`src/rtl/cms_trace_arbiter.sv`:
```
// Two-source round-robin arbiter for the CMS trace stream: grants one source for a
// whole packet of tlast_interval items and drives a registered AXI-Stream output.
module cms_trace_arbiter #(
    parameter int AXI_DATA_WIDTH = 96
) (
    input  logic                      clk,
    input  logic                      rst_n,

    input  logic                      S0_AXIS_tvalid,
    output logic                      S0_AXIS_tready,
    input  logic [AXI_DATA_WIDTH-1:0] S0_AXIS_tdata,

    input  logic                      S1_AXIS_tvalid,
    output logic                      S1_AXIS_tready,
    input  logic [AXI_DATA_WIDTH-1:0] S1_AXIS_tdata,

    output logic                      M_AXIS_tvalid,
    input  logic                      M_AXIS_tready,
    output logic [AXI_DATA_WIDTH-1:0] M_AXIS_tdata,
    output logic                      M_AXIS_tlast,
    output logic                      M_AXIS_tdest,

    input  logic [31:0]               tlast_interval,
    output logic [1:0]                dbg_state
);

    // Handshake rule on every port: an item moves on a rising edge where tvalid and
    // tready are both high; a source holds tvalid/tdata until that edge, and ready
    // never waits on valid from the same side.

    typedef enum logic [1:0] {
        IDLE   = 2'd0,
        GRANT0 = 2'd1,
        GRANT1 = 2'd2
    } state_t;

    state_t state;
    state_t next_state;

    logic        last_served;
    logic [31:0] pkt_len;
    logic [31:0] cnt;

    logic out_free;
    logic s0_hs;
    logic s1_hs;
    logic load;
    logic beat_last;
    logic grant_start;

    // Output register can take a new item if it is empty or draining this cycle.
    assign out_free       = !M_AXIS_tvalid || M_AXIS_tready;
    assign S0_AXIS_tready = (state == GRANT0) && out_free;
    assign S1_AXIS_tready = (state == GRANT1) && out_free;

    assign s0_hs     = S0_AXIS_tvalid && S0_AXIS_tready;
    assign s1_hs     = S1_AXIS_tvalid && S1_AXIS_tready;
    assign load      = s0_hs || s1_hs;
    assign beat_last = (cnt == pkt_len - 32'd1);

    assign grant_start = (state == IDLE) && (next_state != IDLE);
    assign dbg_state   = state;

    always_comb begin
        next_state = state;
        case (state)
            IDLE: begin
                if (S0_AXIS_tvalid && S1_AXIS_tvalid) begin
                    // Tie goes to the source that did not own the previous packet.
                    next_state = last_served ? GRANT0 : GRANT1;
                end else if (S0_AXIS_tvalid) begin
                    next_state = GRANT0;
                end else if (S1_AXIS_tvalid) begin
                    next_state = GRANT1;
                end
            end
            GRANT0: begin
                if (s0_hs && beat_last) begin
                    next_state = IDLE;
                end
            end
            GRANT1: begin
                if (s1_hs && beat_last) begin
                    next_state = IDLE;
                end
            end
            default: next_state = IDLE;
        endcase
    end

    always_ff @(posedge clk or negedge rst_n) begin
        if (!rst_n) begin
            state <= IDLE;
        end else begin
            state <= next_state;
        end
    end

    // Packet bookkeeping: length is frozen at grant so mid-packet interval edits wait.
    always_ff @(posedge clk or negedge rst_n) begin
        if (!rst_n) begin
            pkt_len     <= 32'd1;
            cnt         <= 32'd0;
            last_served <= 1'b1;
        end else if (grant_start) begin
            pkt_len <= (tlast_interval == 32'd0) ? 32'd1 : tlast_interval;
            cnt     <= 32'd0;
        end else if (load) begin
            cnt <= cnt + 32'd1;
            if (beat_last) begin
                last_served <= s1_hs;
            end
        end
    end

    always_ff @(posedge clk or negedge rst_n) begin
        if (!rst_n) begin
            M_AXIS_tvalid <= 1'b0;
            M_AXIS_tdata  <= '0;
            M_AXIS_tlast  <= 1'b0;
            M_AXIS_tdest  <= 1'b0;
        end else if (load) begin
            M_AXIS_tvalid <= 1'b1;
            M_AXIS_tdata  <= s1_hs ? S1_AXIS_tdata : S0_AXIS_tdata;
            M_AXIS_tlast  <= beat_last;
            M_AXIS_tdest  <= s1_hs;
        end else if (M_AXIS_tready) begin
            M_AXIS_tvalid <= 1'b0;
        end
    end

endmodule

```
`config.mk`:
```
export PLATFORM = sky130hd
export DESIGN_NAME = cms_trace_arbiter
export DESIGN_NICKNAME = d
export VERILOG_FILES = /design/src/rtl/cms_trace_arbiter.sv
export SDC_FILE = /design/constraint.sdc
export NUM_CORES = 1
export LEC_CHECK = 0
export ABC_CLOCK_PERIOD_IN_PS = 3900
export CAP_MARGIN = 40
export CORE_MARGIN = 1
export CORE_UTILIZATION = 45
export DETAILED_ROUTE_END_ITERATION = 8
export GPL_ROUTABILITY_DRIVEN = 1
export GPL_TIMING_DRIVEN = 0
export PLACE_DENSITY = 0.82
export SYNTH_ARGS = -nofsm -noshare
export SYNTH_HDL_FRONTEND = slang
export SYNTH_SLANG_ARGS = --single-unit
```
`constraint.sdc`:
```
create_clock -name clk -period 3.9 [get_ports clk]
set_clock_uncertainty 0.05 [all_clocks]
set_input_delay 0.78 -clock clk [delete_from_list [all_inputs] [get_ports clk]]
set_output_delay 0.78 -clock clk [all_outputs]
set_load 0.01 [all_outputs]
```
# After elaboration in Yosys (flattened, before gate mapping)
# Index checks and enable logic that the tools add are counted.
totals:
  n_memories: 0
  latchBits: 0
  rom_bits: 0
  register_bits: 166
  mem_bits_rw: 0
  input_bits: 229
  word_cells: 44
classes:
  n_eq_ne: 3
  n_shift: 0
  mux: 13
  n_bitwise: 1
  reduce_logical: 17
  order_cmp: 0
  div: 0
  n_mul: 0
  n_addsub: 2
ops:
  columns: ["operator", "count"]
  rows:
  - ["$mux W32", 3]
  - ["$mux W96", 1]
  - ["$add A32 B1 Y32 const B", 1]
  - ["$eq A32 B32 Y1", 1]
  - ["$logic_not A32 Y1", 1]
  - ["$sub A32 B1 Y32 const B", 1]
  - ["$mux W2", 6]
  - ["$logic_and A1 B1 Y1", 8]
  - ["$pmux W2 S3", 1]
  - ["$reduce_bool A2 Y1", 3]
  - ["$reduce_and A3 Y1", 1]
  - ["$eq A2 B1 Y1 const B", 1]
  - ["$eq A2 B2 Y1 const B", 1]
  - ["$logic_not A2 Y1", 1]
  - ["$logic_or A1 B1 Y1", 2]
  - ["$mux W1", 2]
  - ["$logic_not A1 Y1", 1]
  - ["$not A1 Y1", 1]

# Longest topological paths before layout
depth:
  word_depth: 11
  mapped_depth: 10

# Least setup slack after synthesis
# Ideal clock, no wire load.
synth_timing:
  path_type: "register to register"
  startpoint: "reg pkt_len[1]"
  endpoint: "reg state[0] (netlist: dbg_state[0])"
  setup_slack_ns: 1.063
  arrival_ns: 2.654
  required_ns: 3.717
  setup_time_ns: 0.133
  path_stages_with_launch: 11
  n_path_buf: 0
  cell_sequence: "dfrtp_1 > inv_1 > ha_1 > nor3b_1 > nand4_1 > nor3_1 > mux2_2 > a221oi_2 > nand4_1 > nor4_1 > nor3_1"
synth_via:
  elab_chain_cells: 5
synth_lines:
  columns: ["element", "line_no", "rtl"]
  rows:
  - ["start, declared", "41", "logic [31:0] pkt_len;"]
  - ["start signal, assigned", "106", "pkt_len <= (tlast_interval == 32'd0) ? 32'd1 : tlast_interval;"]
  - ["$sub A32 B1 Y32 (*)", "59", "assign beat_last = (cnt == pkt_len - 32'd1);"]
  - ["$eq A32 B32 Y1 (*)", "59", null]
  - ["$logic_and A1 B1 Y1 (on tied branches)", "83, 78", null]
  - ["$mux W2 (on tied branches)", "83, 78", null]
  - ["$pmux W2 S3 (*)", "66", "case (state)"]
  - ["via next_state[0]", "38", "state_t next_state;"]
  - ["end signal, assigned", "95", "state <= next_state;"]
  - ["end, declared", "37", "state_t state;"]
# Mark *: on every way through the listed nets, which the timed path passes. The rest lies on a longest branch.
# A chain may end at the register's enable or synchronous reset.

# Worst setup path in the final report
# Ends and elaborated chain as after synthesis.

==> results by group <==
Clocking
  • Clock Latency Late Sink: 430 ps
  • Clk sinks: 166
  • Post-CTS Resized: 0
  • CTS buffer count: 17
  • Setup Buffers After CTS: 0
  • Root Buffer: clkbuf_16
  • CTS tree: done
  • Htree depth: 4
  • Clock-pin transition on the worst setup and hold timing paths: 70 ps
  • CTS Hold Bufs: 0
  • Clock Tree Buf Depth: 2

Synthesis
  • Multiplexer share of the synthesized area: 15.4%
  • Compound-gate portion of the synthesized area: 10.0%
  • Register area share after synthesis: 48.1%
  • Net Count, Synth: 1105
  • Syn avg cell area: 9.89 µm²
  • Top post-synthesis cells by area: dfrtp_1 47%, mux2i_1 11%, a21oi_1 6.3%
  • Simple-gate area share of the yosys netlist: 17.6%
  • Largest family of logic cells by synthesized area: simple AND/OR/NAND/NOR gates
  • Synth Area in XOR/XNOR: 6.08%
  • Top FF cell, synth: dfrtp_1
  • Ys Warns: 0
  • Post-synth EDFFs: 0
  • FF+latch count, synth: 166
  • Count of cell types in the netlist: 57
  • Area leader, netlist: dfrtp_1
  • Adder-Cell Fraction of Synth Area: 0.289%
  • Post-synth top area share: 47.5%
  • Synth Cell Area: 8650 µm²
  • Asr flop ratio synth: 100%
  • Mapped Cells: 874

Critical path
  • CP max stage cell: nor3b_1
  • Crit path cell chain: inv_1 > ha_1 > nor3b_1 > nand4_1 > buf_4 > nor3_1 > mux2_2 > a221oi_2 > nand4_1 > nor4_1 > nor3_1
  • CP top delay family: simple AND/OR/NAND/NOR gates
  • Kind of start point of the critical path: flip-flop
  • Worst EP required: 4150 ps
  • Worst setup EP type: flip-flop
  • Crit Path Category: reg -> reg
  • Stages on worst setup path: 11
  • Register-to-Register Path Depth: 11
  • Crit path arrival time: 3760 ps
  • Worst path bufs/invs: 2
  • CP max FO: 8
  • Slowest stage delay, CP: 510 ps

Power
  • Internal: 4.17 mW
  • VDD IR max: 0.333 mV
  • Clock power share: 27.2%
  • Pwr dens: 483 nW/µm²
  • Leakage: 5.49 nW
  • Switching Power: 2.05 mW
  • Sw Share: 32.9%
  • Gate power share: 33.2%
  • Sequential Power Share: 39.6%

Layout
  • Final instance area: 12900 µm²
  • Most common cell after layout, fill and taps aside: clkdlybuf4s50_1
  • Area growth syn-to-layout: 48.9%
  • Share of cells above drive strength 1: 6.78%
  • NumNets Final: 1457
  • Most frequent cells in the layout: 329 x clkdlybuf4s50_1, 164 x dfrtp_1, 138 x nor2_1
  • Final Core Density: 68.6%

Global route
  • M3 GR Usage: 10.6%
  • Initial antenna violation count: 2
  • Vias in the first global route: 8191
  • Total track usage: 30.1%
  • Largest net degree at the start of global routing: 97
  • Most used routing layer: met2
  • Grt ovf: 0
  • Met1 GRT Util: 35.9%
  • Grt met2 use: 50.2%
  • Global-route wire length before repair: 44.9 mm

STA
  • Max_slew headroom: 41.4%
  • Final Hold Vio Count: 0
  • Fin. max-slew vios: 0
  • Final min period: 3510 ps
  • Final setup violation count: 0
  • Measured slew at the worst slew-check pin: 872 ps
  • Max frequency: 0.285 GHz
  • Tcrit/Tclk final: 90.0%
  • RSZ-0062 raised after global routing: false

Die
  • Core area: 18800 µm²
  • Starting Density: 46.1%
  • Die area: 19800 µm²
  • Width of the die: 141 µm
  • Cell Rows: 50
  • Height of the die: 141 µm
  • Number of top-level pins: 332

Drt
  • Vias post-DR: 8074
  • First-pass detailed-route iteration total: 5
  • DR vias/cell: 5.48
  • Detail Route Antenna Nets: 0
  • Initial detailed-routing violation count: 410
  • Routed len/inst: 20.0 µm
  • # DRC: 0
  • Routed WL: 29.5 mm

Worst hold path
  • Hold crit path type: in -> async

Placed design
  • Area after DPL: 12300 µm²
  • GPL Wtd Cong: 0.895
  • IO buf count: 330
  • DPL Wire Length: 22.4 mm

Run
  • Max Cap Viol: 0

Outcome
  • Run status: finished clean
layout make-up:
class	instances	area (µm²)
Inverter	7	26.3
Tap cell	234	293
Fill cell	1470	5900
Buffer	47	193
Timing Repair Buffer	333	3350
Clock buffer	18	429
Sequential cell	166	4160
Antenna cell	1	2.50
Clock inverter	14	149
Multi-Input combinational cell	654	4270
logic make-up (layout without fill, tap and decap cells):
group | count (synthesis) | in the layout
AOI/OAI and AO/OA | 155 | 155
xor gates and xnor gates | 60 | 60
adders and majority gates | 2 | 2
buffers and inverters | 54 | 419
DFF | 166 | 166
muxes | 129 | 129
other | 0 | 1
and+or+nand+nor | 308 | 308
flip-flops by register name, summed over array words and instances (netlist names):
| name | flops |
|---|---|
| dbg_state | 2 |
| pkt_len | 32 |
| M_AXIS_tdata | 96 |
| last_served | 1 |
| cnt | 32 |
| M_AXIS_tdest | 1 |
| M_AXIS_tlast | 1 |
| M_AXIS_tvalid | 1 |
worst register-to-register path: stages (launching register included):
cell and delay, ps:
dfrtp_1 430, inv_1 90, ha_1 300, nor3b_1 510, nand4_1 200, buf_4 220, nor3_1 170, mux2_2 400
a221oi_2 210, nand4_1 260, nor4_1 480, nor3_1 80
stage by stage:
| step | power, mW | hold WS, ps | worst slack [ps] | TNS, ps | cells |
|---|---|---|---|---|---|
| global route | 6.55 | 294 | 105 | 0 | 1474 |
| CTS | 6.24 | 281 | 236 | 0 | 1471 |
| finish | 6.22 | 252 | 388 | 0 | 1474 |
| global placement | 4.47 | 409 | -5180 | -853540 | 1438 |
| detailed placement | 4.53 | 424 | -3.46 | -3.46 | 1439 |
| floorplan | 3.57 | 425 | 1060 | 0 | 874 |
worst paths after layout:
check / start / endpoint / slack (ps)
worst max register to register: pkt_len[1]$_DFFE_PN0N_ / dbg_state[0]$_DFF_PN0_ / 390
max in group asynchronous: rst_n / M_AXIS_tdata[50]$_DFFE_PN0P_ / 2650
worst min-delay path: rst_n / pkt_len[19]$_DFFE_PN0N_ / 250
min in group clk: M_AXIS_tlast$_DFFE_PN0P_ / M_AXIS_tlast$_DFFE_PN0P_ / 440
worst min register to register: M_AXIS_tlast$_DFFE_PN0P_ / M_AXIS_tlast$_DFFE_PN0P_ / 440
worst max-delay path: pkt_len[1]$_DFFE_PN0N_ / dbg_state[0]$_DFF_PN0_ / 390
synth_stat cells (2+ instances only):
master	instances
dfrtp_1	164
nor2_1	138
a21oi_1	108
mux2i_1	99
nand2_1	40
clkbuf_1	31
mux2_2	30
xnor2_1	30
xor2_1	30
nor3_1	22
nand3_1	19
nor4_1	17
nand4_1	15
o21ai_0	15
buf_1	12
and3_1	11
or3_1	8
a31oi_1	7
inv_1	7
a211oi_1	4
nor4b_1	4
or4_1	4
and4_1	3
nand3b_1	3
nor3b_1	3
nor4_2	3
o211ai_1	3
o21bai_1	3
or2_2	3
a21o_1	2
and2_1	2
buf_4	2
dfstp_2	2
ha_1	2
nand2b_1	2
nand4b_1	2
nor2b_1	2
o221ai_1	2
o22ai_1	2
metal layers:
metal	part of all wire, %	vias to the layer above	wire length (µm)
met5	0	-	0
met4	2.8	0	820
met3	8.7	48	2560
met2	49	312	14600
met1	39	3911	11600
li1	-	3803	-
power by group through the flow:
| stage | sequential (mW) | clock [mW] | combinational (mW) |
|---|---|---|---|
| 2_1_floorplan | 2.48 | 0 | 1.09 |
| 3_3_place_gp | 2.47 | 0 | 2.00 |
| 3_5_place_dp | 2.48 | 0 | 2.05 |
| 4_1_cts | 2.46 | 1.71 | 2.07 |
| 5_1_grt | 2.52 | 1.79 | 2.24 |
| 6_report | 2.47 | 1.69 | 2.06 |
No activity file was read; power rests on OpenSTA's default activity.
